==> src/rtl/sni_pkg.sv <==
// Shared definitions for the SNI hostname front end: FSM encoding, ASCII
// case-folding constants and the folding helper.
package sni_pkg;

   typedef enum logic [1:0] {
      IDLE  = 2'd0,
      PACK  = 2'd1,
      FLUSH = 2'd2,
      CLEAR = 2'd3
   } sni_state_e;

   localparam logic [7:0] ASCII_UPPER_A     = 8'h41;
   localparam logic [7:0] ASCII_UPPER_Z     = 8'h5A;
   localparam logic [7:0] ASCII_CASE_OFFSET = 8'h20;
   localparam logic [7:0] SNI_PAD_BYTE      = 8'h00;
   localparam int         SNI_LEN_W         = 8;

   // Only 'A'..'Z' move; every other byte passes through untouched.
   function automatic logic [7:0] fold_case(input logic [7:0] b);
      logic [7:0] r;
      if ((b >= ASCII_UPPER_A) && (b <= ASCII_UPPER_Z)) begin
         r = b + ASCII_CASE_OFFSET;
      end else begin
         r = b;
      end
      return r;
   endfunction

endpackage

==> src/rtl/sni_valid_delay.sv <==
// Valid shift register: dly[i] is the input valid delayed by i+1 cycles, used
// to line a matcher's hit output up with the pair that produced it.
module sni_valid_delay #(
   parameter int DEPTH = 3
) (
   input  logic             clk,
   input  logic             rst,
   input  logic             valid,
   output logic [DEPTH-1:0] dly
);

   generate
      if (DEPTH == 1) begin : g_single
         // Single-stage delay.
         always_ff @(posedge clk) begin
            if (rst) begin
               dly <= 1'b0;
            end else begin
               dly <= valid;
            end
         end
      end else begin : g_shift
         // Multi-stage delay, oldest sample at the top bit.
         always_ff @(posedge clk) begin
            if (rst) begin
               dly <= {DEPTH{1'b0}};
            end else begin
               dly <= {dly[DEPTH-2:0], valid};
            end
         end
      end
   endgenerate

endmodule

==> src/rtl/sni_byte_packer.sv <==
// SNI hostname byte packer: folds case, pairs bytes for a 2-byte/cycle matcher,
// resets the matcher between hostnames and reports one result per hostname.
module sni_byte_packer
   import sni_pkg::*;
#(
   parameter int MATCH_LATENCY = 3,
   parameter int MAX_SNI_BYTES = 255
) (
   input  logic                 i_clk,
   input  logic                 i_rst,
   input  logic                 i_sni_valid,
   input  logic [7:0]           i_sni_data,
   input  logic                 i_sni_last,
   output logic                 o_sni_ready,
   output logic                 o_match_data_valid,
   output logic [15:0]          o_match_data,
   output logic                 o_match_rst,
   input  logic                 i_imaps_matched,
   output logic                 o_result_valid,
   output logic                 o_result_hit,
   output logic [SNI_LEN_W-1:0] o_result_len,
   output logic                 o_result_trunc
);

   localparam logic [SNI_LEN_W-1:0] MAX_LEN  = SNI_LEN_W'(MAX_SNI_BYTES);
   localparam logic [2:0]           LAST_CNT = 3'(MATCH_LATENCY - 32'sd1);

   sni_state_e             state_r;
   logic                   ready_r;
   logic                   done_r;
   logic                   have_hi_r;
   logic [7:0]             hi_r;
   logic [SNI_LEN_W-1:0]   len_r;
   logic                   trunc_r;
   logic                   hit_r;
   logic [2:0]             cnt_r;
   logic                   valid_r;
   logic [15:0]            data_r;
   logic                   res_valid_r;
   logic                   res_hit_r;
   logic [SNI_LEN_W-1:0]   res_len_r;
   logic                   res_trunc_r;
   logic [MATCH_LATENCY-1:0] valid_dly_s;
   logic                   accept_s;
   logic                   fwd_s;
   logic                   hit_now_s;
   logic [7:0]             fold_s;

   sni_valid_delay #(.DEPTH(MATCH_LATENCY)) u_valid_delay (
      .clk   (i_clk),
      .rst   (i_rst),
      .valid (valid_r),
      .dly   (valid_dly_s)
   );

   // Byte acceptance, forwarding limit and matcher-hit alignment.
   always_comb begin
      accept_s  = i_sni_valid & ready_r;
      fwd_s     = accept_s & (len_r != MAX_LEN);
      fold_s    = fold_case(i_sni_data);
      hit_now_s = i_imaps_matched & valid_dly_s[MATCH_LATENCY-1];
   end

   // Packing datapath and hostname FSM.
   always_ff @(posedge i_clk) begin
      if (i_rst) begin
         state_r     <= IDLE;
         ready_r     <= 1'b1;
         done_r      <= 1'b0;
         have_hi_r   <= 1'b0;
         hi_r        <= 8'h00;
         len_r       <= {SNI_LEN_W{1'b0}};
         trunc_r     <= 1'b0;
         hit_r       <= 1'b0;
         cnt_r       <= 3'd0;
         valid_r     <= 1'b0;
         data_r      <= 16'h0000;
         res_valid_r <= 1'b0;
         res_hit_r   <= 1'b0;
         res_len_r   <= {SNI_LEN_W{1'b0}};
         res_trunc_r <= 1'b0;
      end else begin
         valid_r     <= 1'b0;
         res_valid_r <= 1'b0;
         if (hit_now_s) begin
            hit_r <= 1'b1;
         end
         if (fwd_s) begin
            len_r <= len_r + 8'd1;
            if (have_hi_r) begin
               valid_r   <= 1'b1;
               data_r    <= {hi_r, fold_s};
               have_hi_r <= 1'b0;
            end else if (i_sni_last) begin
               valid_r <= 1'b1;
               data_r  <= {fold_s, SNI_PAD_BYTE};
            end else begin
               hi_r      <= fold_s;
               have_hi_r <= 1'b1;
            end
         end else if (accept_s) begin
            // Past the limit: drop the byte but still flush a pending odd byte.
            trunc_r <= 1'b1;
            if (i_sni_last && have_hi_r) begin
               valid_r   <= 1'b1;
               data_r    <= {hi_r, SNI_PAD_BYTE};
               have_hi_r <= 1'b0;
            end
         end
         if (accept_s && i_sni_last) begin
            ready_r <= 1'b0;
            done_r  <= 1'b1;
         end
         case (state_r)
            IDLE: begin
               if (accept_s) begin
                  state_r <= PACK;
               end
            end
            PACK: begin
               if (done_r) begin
                  state_r <= FLUSH;
                  done_r  <= 1'b0;
                  cnt_r   <= 3'd0;
               end
            end
            FLUSH: begin
               if (cnt_r == LAST_CNT) begin
                  state_r     <= CLEAR;
                  res_valid_r <= 1'b1;
                  res_hit_r   <= hit_r | hit_now_s;
                  res_len_r   <= len_r;
                  res_trunc_r <= trunc_r;
               end else begin
                  cnt_r <= cnt_r + 3'd1;
               end
            end
            CLEAR: begin
               state_r     <= IDLE;
               ready_r     <= 1'b1;
               hit_r       <= 1'b0;
               len_r       <= {SNI_LEN_W{1'b0}};
               trunc_r     <= 1'b0;
               hi_r        <= 8'h00;
               have_hi_r   <= 1'b0;
               data_r      <= 16'h0000;
               cnt_r       <= 3'd0;
               res_hit_r   <= 1'b0;
               res_len_r   <= {SNI_LEN_W{1'b0}};
               res_trunc_r <= 1'b0;
            end
            default: begin
               state_r <= IDLE;
            end
         endcase
      end
   end

   assign o_sni_ready        = ready_r & ~i_rst;
   assign o_match_data_valid = valid_r;
   assign o_match_data       = data_r;
   assign o_match_rst        = i_rst | (state_r == CLEAR);
   assign o_result_valid     = res_valid_r;
   assign o_result_hit       = res_hit_r;
   assign o_result_len       = res_len_r;
   assign o_result_trunc     = res_trunc_r;

endmodule

==> config.mk <==
export PLATFORM = sky130hd
export DESIGN_NAME = sni_byte_packer
export DESIGN_NICKNAME = d
export VERILOG_FILES = /design/src/rtl/sni_pkg.sv /design/src/rtl/sni_valid_delay.sv /design/src/rtl/sni_byte_packer.sv
export SDC_FILE = /design/constraint.sdc
export NUM_CORES = 1
export LEC_CHECK = 0
export ABC_AREA = 1
export CAP_MARGIN = 20
export CELL_PAD_IN_SITES_DETAIL_PLACEMENT = 1
export CELL_PAD_IN_SITES_GLOBAL_PLACEMENT = 1
export CORE_ASPECT_RATIO = 0.75
export CORE_UTILIZATION = 30
export CTS_BUF_LIST = sky130_fd_sc_hd__clkbuf_2
export DETAILED_ROUTE_END_ITERATION = 8
export HOLD_SLACK_MARGIN = 0.03
export PLACE_DENSITY_LB_ADDON = 0.2
export SLEW_MARGIN = 20
export SYNTH_ARGS = -nofsm -noshare
export SYNTH_HDL_FRONTEND = slang
export SYNTH_SLANG_ARGS = --single-unit
==> constraint.sdc <==
create_clock -name i_clk -period 2 [get_ports i_clk]
set_clock_uncertainty 0.1 [all_clocks]
set_input_delay 0.4 -clock i_clk [delete_from_list [all_inputs] [get_ports i_clk]]
set_output_delay 0.4 -clock i_clk [all_outputs]
set_load 0.01 [all_outputs]
# [Word level (Yosys, flattened, before mapping)]
# Cells that the tools add are included.
[op_classes] add_sub_neg=3 n_mul=0 n_div=0 magnitude_cmp=2 n_eq_ne=10 shift=0 n_mux=33 bitwise_logic=11 reduce_logical=17
[ops] op="16-bit two-way mux" n=5
[ops] op="1-bit two-way mux" n=16
[ops] op="8-bit two-way mux" n=2
[ops] op="8-bit case mux with 2 select lines" n=1
[ops] op="3-bit AND reduction" n=4
[ops] op="3-bit case mux with 3 select lines" n=1
[ops] op="8-bit by 1-bit adder with 8-bit output (second input constant)" n=1
[ops] op="8-bit by 6-bit adder with 8-bit output (second input constant)" n=1
[ops] op="8-bit by 7-bit greater-or-equal comparator with 1-bit output (second input constant)" n=1
[ops] op="8-bit by 7-bit less-or-equal comparator with 1-bit output (second input constant)" n=1
[ops] op="2-bit inequality test (second input constant)" n=4
[ops] op="8-bit inequality test (second input constant)" n=1
[ops] op="2-bit case mux with 4 select lines" n=1
[ops] op="2-bit two-way mux" n=3
[ops] op="3-bit two-way mux" n=2
[ops] op="2-bit AND reduction" n=3
[ops] op="2-bit nonzero test" n=3
[ops] op="1-bit inverter" n=5
[ops] op="1-bit bitwise AND" n=4
[ops] op="2-bit equality test (second input constant)" n=2
[ops] op="1-bit case mux with 2 select lines" n=2
[ops] op="2-bit OR reduction" n=2
[ops] op="3-bit by 1-bit adder with 3-bit output (second input constant)" n=1
[ops] op="3-bit by 2-bit equality test with 1-bit output (second input constant)" n=1
[ops] op="other kinds (6)" n=9
[word_totals] regBits=57 latchBits=0 mem_bits_rw=0 rom_bits=0 inputBits=13 mem_count=0

# [Depth between registers and ports, before layout]
# Gate-level depths: netlist of run 1.
[logic_depth] word_depth=6 depth_mapped=11 depth_no_buf=10

# [Cells and area by module]
# A second synthesis of run 1 with hierarchy kept.
[unflattened] cells_unflattened=342 hier_area_um2=2571.2
[by_module_without_submodules] mod="sni_byte_packer" n_inst=1 cells_per_inst=333 area_per_inst_um2=2488.6 seq_area_each_um2=1081.0
[by_module_without_submodules] mod="sni_valid_delay" n_inst=1 cells_per_inst=9 area_per_inst_um2=82.6 seq_area_each_um2=60.1

# [Worst setup path before layout of run 1]
# No wires, ideal clock.
[synth_timing] path_kind="in2out" start="input i_rst" end="output o_match_rst" arrival_ns=1.131 required_ns=1.500 path_slack_ns=0.369 cell_stages=4 cell_sequence="buf_2 or2_1 buf_6 buf_2"
[synth_via] elab_chain_len=1
[synth_rtl] item="start: declaration" line_no="sni_byte_packer.sv:10" text="input logic i_rst,"
[synth_rtl] item="1-bit OR" line_no="sni_byte_packer.sv:162" text="assign o_match_rst = i_rst | (state_r == CLEAR);"
[synth_rtl] item="end: declaration" line_no="sni_byte_packer.sv:17" text="output logic o_match_rst,"
# Every way passes these cells.

# [Worst setup path after layout of run 1]
[layout_timing] start="register res_len_r[7] (netlist: o_result_len[7])" end="output o_result_len[7]"
[layout_rtl] item="start: declaration" line_no="sni_byte_packer.sv:41" text="logic [SNI_LEN_W-1:0] res_len_r;"
[layout_rtl] item="start signal: assignment" line_no="sni_byte_packer.sv:80" text="res_len_r <= {SNI_LEN_W{1'b0}};"
[layout_rtl] item="start signal: assignment" line_no="sni_byte_packer.sv:132" text="res_len_r <= len_r;"
[layout_rtl] item="start signal: assignment" line_no="sni_byte_packer.sv:149" text="res_len_r <= {SNI_LEN_W{1'b0}};"
[layout_rtl] item="end: declaration" line_no="sni_byte_packer.sv:21" text="output logic [SNI_LEN_W-1:0] o_result_len,"
# No word-level cell between the ends.

==> results of run 1 <==
-- layout by cell type (no fill, tap or decap), types with 7 or more instances in the layout --
cell and instances:
dfxtp_1 54, nor2_1 24, ha_1 7, nand2_1 96, nand3_1 23, o31ai_1 7
inv_1 45, a21oi_1 22, o21ai_0 20, clkbuf_2 10, buf_4 23, clkdlybuf4s50_1 39
-- stage by stage --
| step | setup TNS [ps] | setup WS [ps] | hold WS [ps] |
|---|---|---|---|
| floorplan | 0 | 369.2 | 288.3 |
| global placement | -3494 | -196.1 | 291.0 |
| detailed placement | -4060 | -216.4 | 300.3 |
| CTS | 0 | 6.269 | 309.3 |
| global route | -13.66 | -13.66 | 327.5 |
| finish | 0 | 80.07 | 306.6 |
-- final cells by class --
type / instances / share of cell area
Clock buffer: 10 / 0.01513
Inverter: 46 / 0.05221
Timing Repair Buffer: 66 / 0.1862
Tap cell: 105 / 0.03973
Sequential cell: 57 / 0.3462
Multi-Input combinational cell: 228 / 0.3462
Clock inverter: 5 / 0.01438
-- layer usage --
layer  vias up  wire length, microns
li1       1222                     -
met1      1101                  3716
met2        33                  2913
met3        11                   266
met4         0                   113
met5         -                     0
-- flip-flops by register name (all words and copies together) (netlist names) --
signal              count
cnt_r                   3
done_r                  1
have_hi_r               1
hi_r                    8
hit_r                   1
len_r                   8
o_match_data           16
o_match_data_valid      1
o_result_hit            1
o_result_len            8
o_result_trunc          1
o_result_valid          1
ready_r                 1
state_r                 2
trunc_r                 1
u_valid_delay.dly       3
-- final timing paths --
path | start | end
max reg2reg | state_r[0] | cnt_r[1]
min reg2reg | u_valid_delay.dly[0] | u_valid_delay.dly[1]
max | o_result_len[7] | o_result_len[7]
min | u_valid_delay.dly[0] | u_valid_delay.dly[1]
-- kinds of logic (layout without fill, tap and decap cells) --
logic type | Yosys count | count (layout)
buf+inv | 55 | 127
fa+ha+maj | 8 | 8
xor+xnor | 2 | 2
compound gates | 56 | 56
flops | 57 | 57
simple gates | 162 | 162
-- power by group --
group          leakage, nW  switching (mW)  internal, mW
clock               0.0666           0.429         0.276
combinational        0.922           0.409         0.287
sequential           0.464          0.0632          1.23
-- repair_timing --
action / 4_1_cts / 5_1_grt
resized for setup: 9 / 6
gates cloned: 0 / 0
pin swaps: 1 / 1
endpoints found under the setup margin: 3 / 18
setup buffers: 1 / 0
==> out/qor.yml, run 1 <==
port_buffers: 42
fp.dieH_microns: 81.10
worst_path_max_fanout: 2
initial_core_util: 0.3133
holdPathStages: 2
rr_worst_depth: 11
synth_top_cell_area_share: 0.4560
area_delta_synth_final_pct: 32.15
ys_async_sr_fraction: 0
clk_pin_slew_ps: 160
grt_pass1_wl_microns: 11810
synth-seq-area-share: 0.4560
timing_worst_setup_path_type: "reg2out"
number_of_instances_in_the_placed_design: 501
antenna_cells: 0
critical_path_required_ps: 1500
path_cells: "clkdlybuf4s50_1"
number_of_global_route_vias_before_repair: 2396
critical-path-slowest-cell: "clkdlybuf4s50_1"
report.final.setup_viol: 0
final-hold-violation-count: 0
cts_num_sinks: 57
path_buf_inv: 1
rows: 28
die_width_microns: 107.5
run_status: "finished clean"
nets: 429
num_io_pins: 43
layout-drive-gt1-share: 0.1335
cts_tree: "built"
filler_cell_count: 1010
power_density_nw_per_um2: 813.7
final_area_sq_um: 3307
max_cap_viol_count: 0
core_area_sq_um: 7988
drtIter0Drc: 86
htree_num_levels: 3
synth_edf_count: 0
use_met1: 0.2467
count_of_hold_buffers_inserted_by_post_cts_repair: 0
yosys_warnings: 0
tritoncts.num_buffers: 9
synth.cell_area_sq_um: 2502
timing.critical_path.from_type: "register"
routed_wire_length_per_instance_microns: 13.56
finish.utilization: 0.4140
yosys.cell_types.count: 27
gp_routability_congestion: 0.7778
final_min_period_over_clock_period: 0.9600
synth_nets: 361
highest_clock_rate_ghz: 0.5209
viasPerCell: 4.578
synth_xor_area_frac: 0.007000
synth-seq-cells: 57
synth_top_family_by_area: "simple AND/OR/NAND/NOR gates"
dp_hpwl_microns: 5396
path_depth: 1
antenna_violations_before_repair: 0
tightestPinTransition_ps: 402.3
layout_cells_excl_fill: 517
die_area_sq_um: 8714
postSynthCellCount: 340
detail_route.wirelength_microns: 7009
routed-via-count: 2367
gr-usage-all-layers: 0.1801
maximum_number_of_pins_on_one_net_before_global_route_repair: 21
final_antenna_net_count: 0
max_incr_delay_on_cp_ps: 570
synth.top_cells.by_area: "dfxtp_1 46%, nand2_1 15%, inv_1 6.8%"
hold_class: "reg2reg"
timing.critical_path.arrival_ps: 1420
synth-simple-area-share: 0.2805
final_max_slew_viol_count: 0
netlist_top_cells_count: "97 x nand2_1, 57 x dfxtp_1, 45 x inv_1"
synth_top_flop_cell: "dfxtp_1"
worstSkewPairLatency_ps: 490
max-slew-margin-rel: 0.7315
syn_area_per_cell_sq_um: 7.360
peak_vdd_ir_mv: 0.3570
top_usage_layer: "met2"
ctsRootBufferMaster: "clkbuf_2"
path_delay_family: "buffers and inverters"
post_synth_fa_ha_maj_area_fraction: 0.04000
post-route-drc-count: 0
yosysMostFrequentCell: "nand2_1"
multi_input_combinational_cell_area_sq_um: 1145
grt_setup_unrepaired: "yes"
reg2reg_slack_ps: 200
drt_pass1_iterations: 4
final-seq-area_sq_um: 1145
worstSetupEndpointType: "output port"
synth_compound_area_frac: 0.1220
finalWorstPathRequiredPeriod_ps: 1920
totalPowerFinal_mw: 2.691
grtUsageMet2: 0.2716
synth_largest_area_cell: "dfxtp_1"
grt-ovfl-total: 0
dpl_cell_area_sq_um: 3176
max-clock-path-buffers: 2
multiplexer_area_fraction_after_synthesis: 0
grt_use_met3: 0.04735
leakage_nw: 1.453
Power figures use the tool's default switching activity.
==> run 2: changes to the inputs <==
--- a/config.mk
+++ b/config.mk
@@ -13,6 +13,7 @@
 export CORE_UTILIZATION = 30
 export CTS_BUF_LIST = sky130_fd_sc_hd__clkbuf_2
 export DETAILED_ROUTE_END_ITERATION = 8
+export GPL_ROUTABILITY_DRIVEN = 0
 export HOLD_SLACK_MARGIN = 0.03
 export PLACE_DENSITY_LB_ADDON = 0.2
 export SLEW_MARGIN = 20
==> results of run 2 <==
The final DEF is identical to that of run 1; final timing and power are the same.
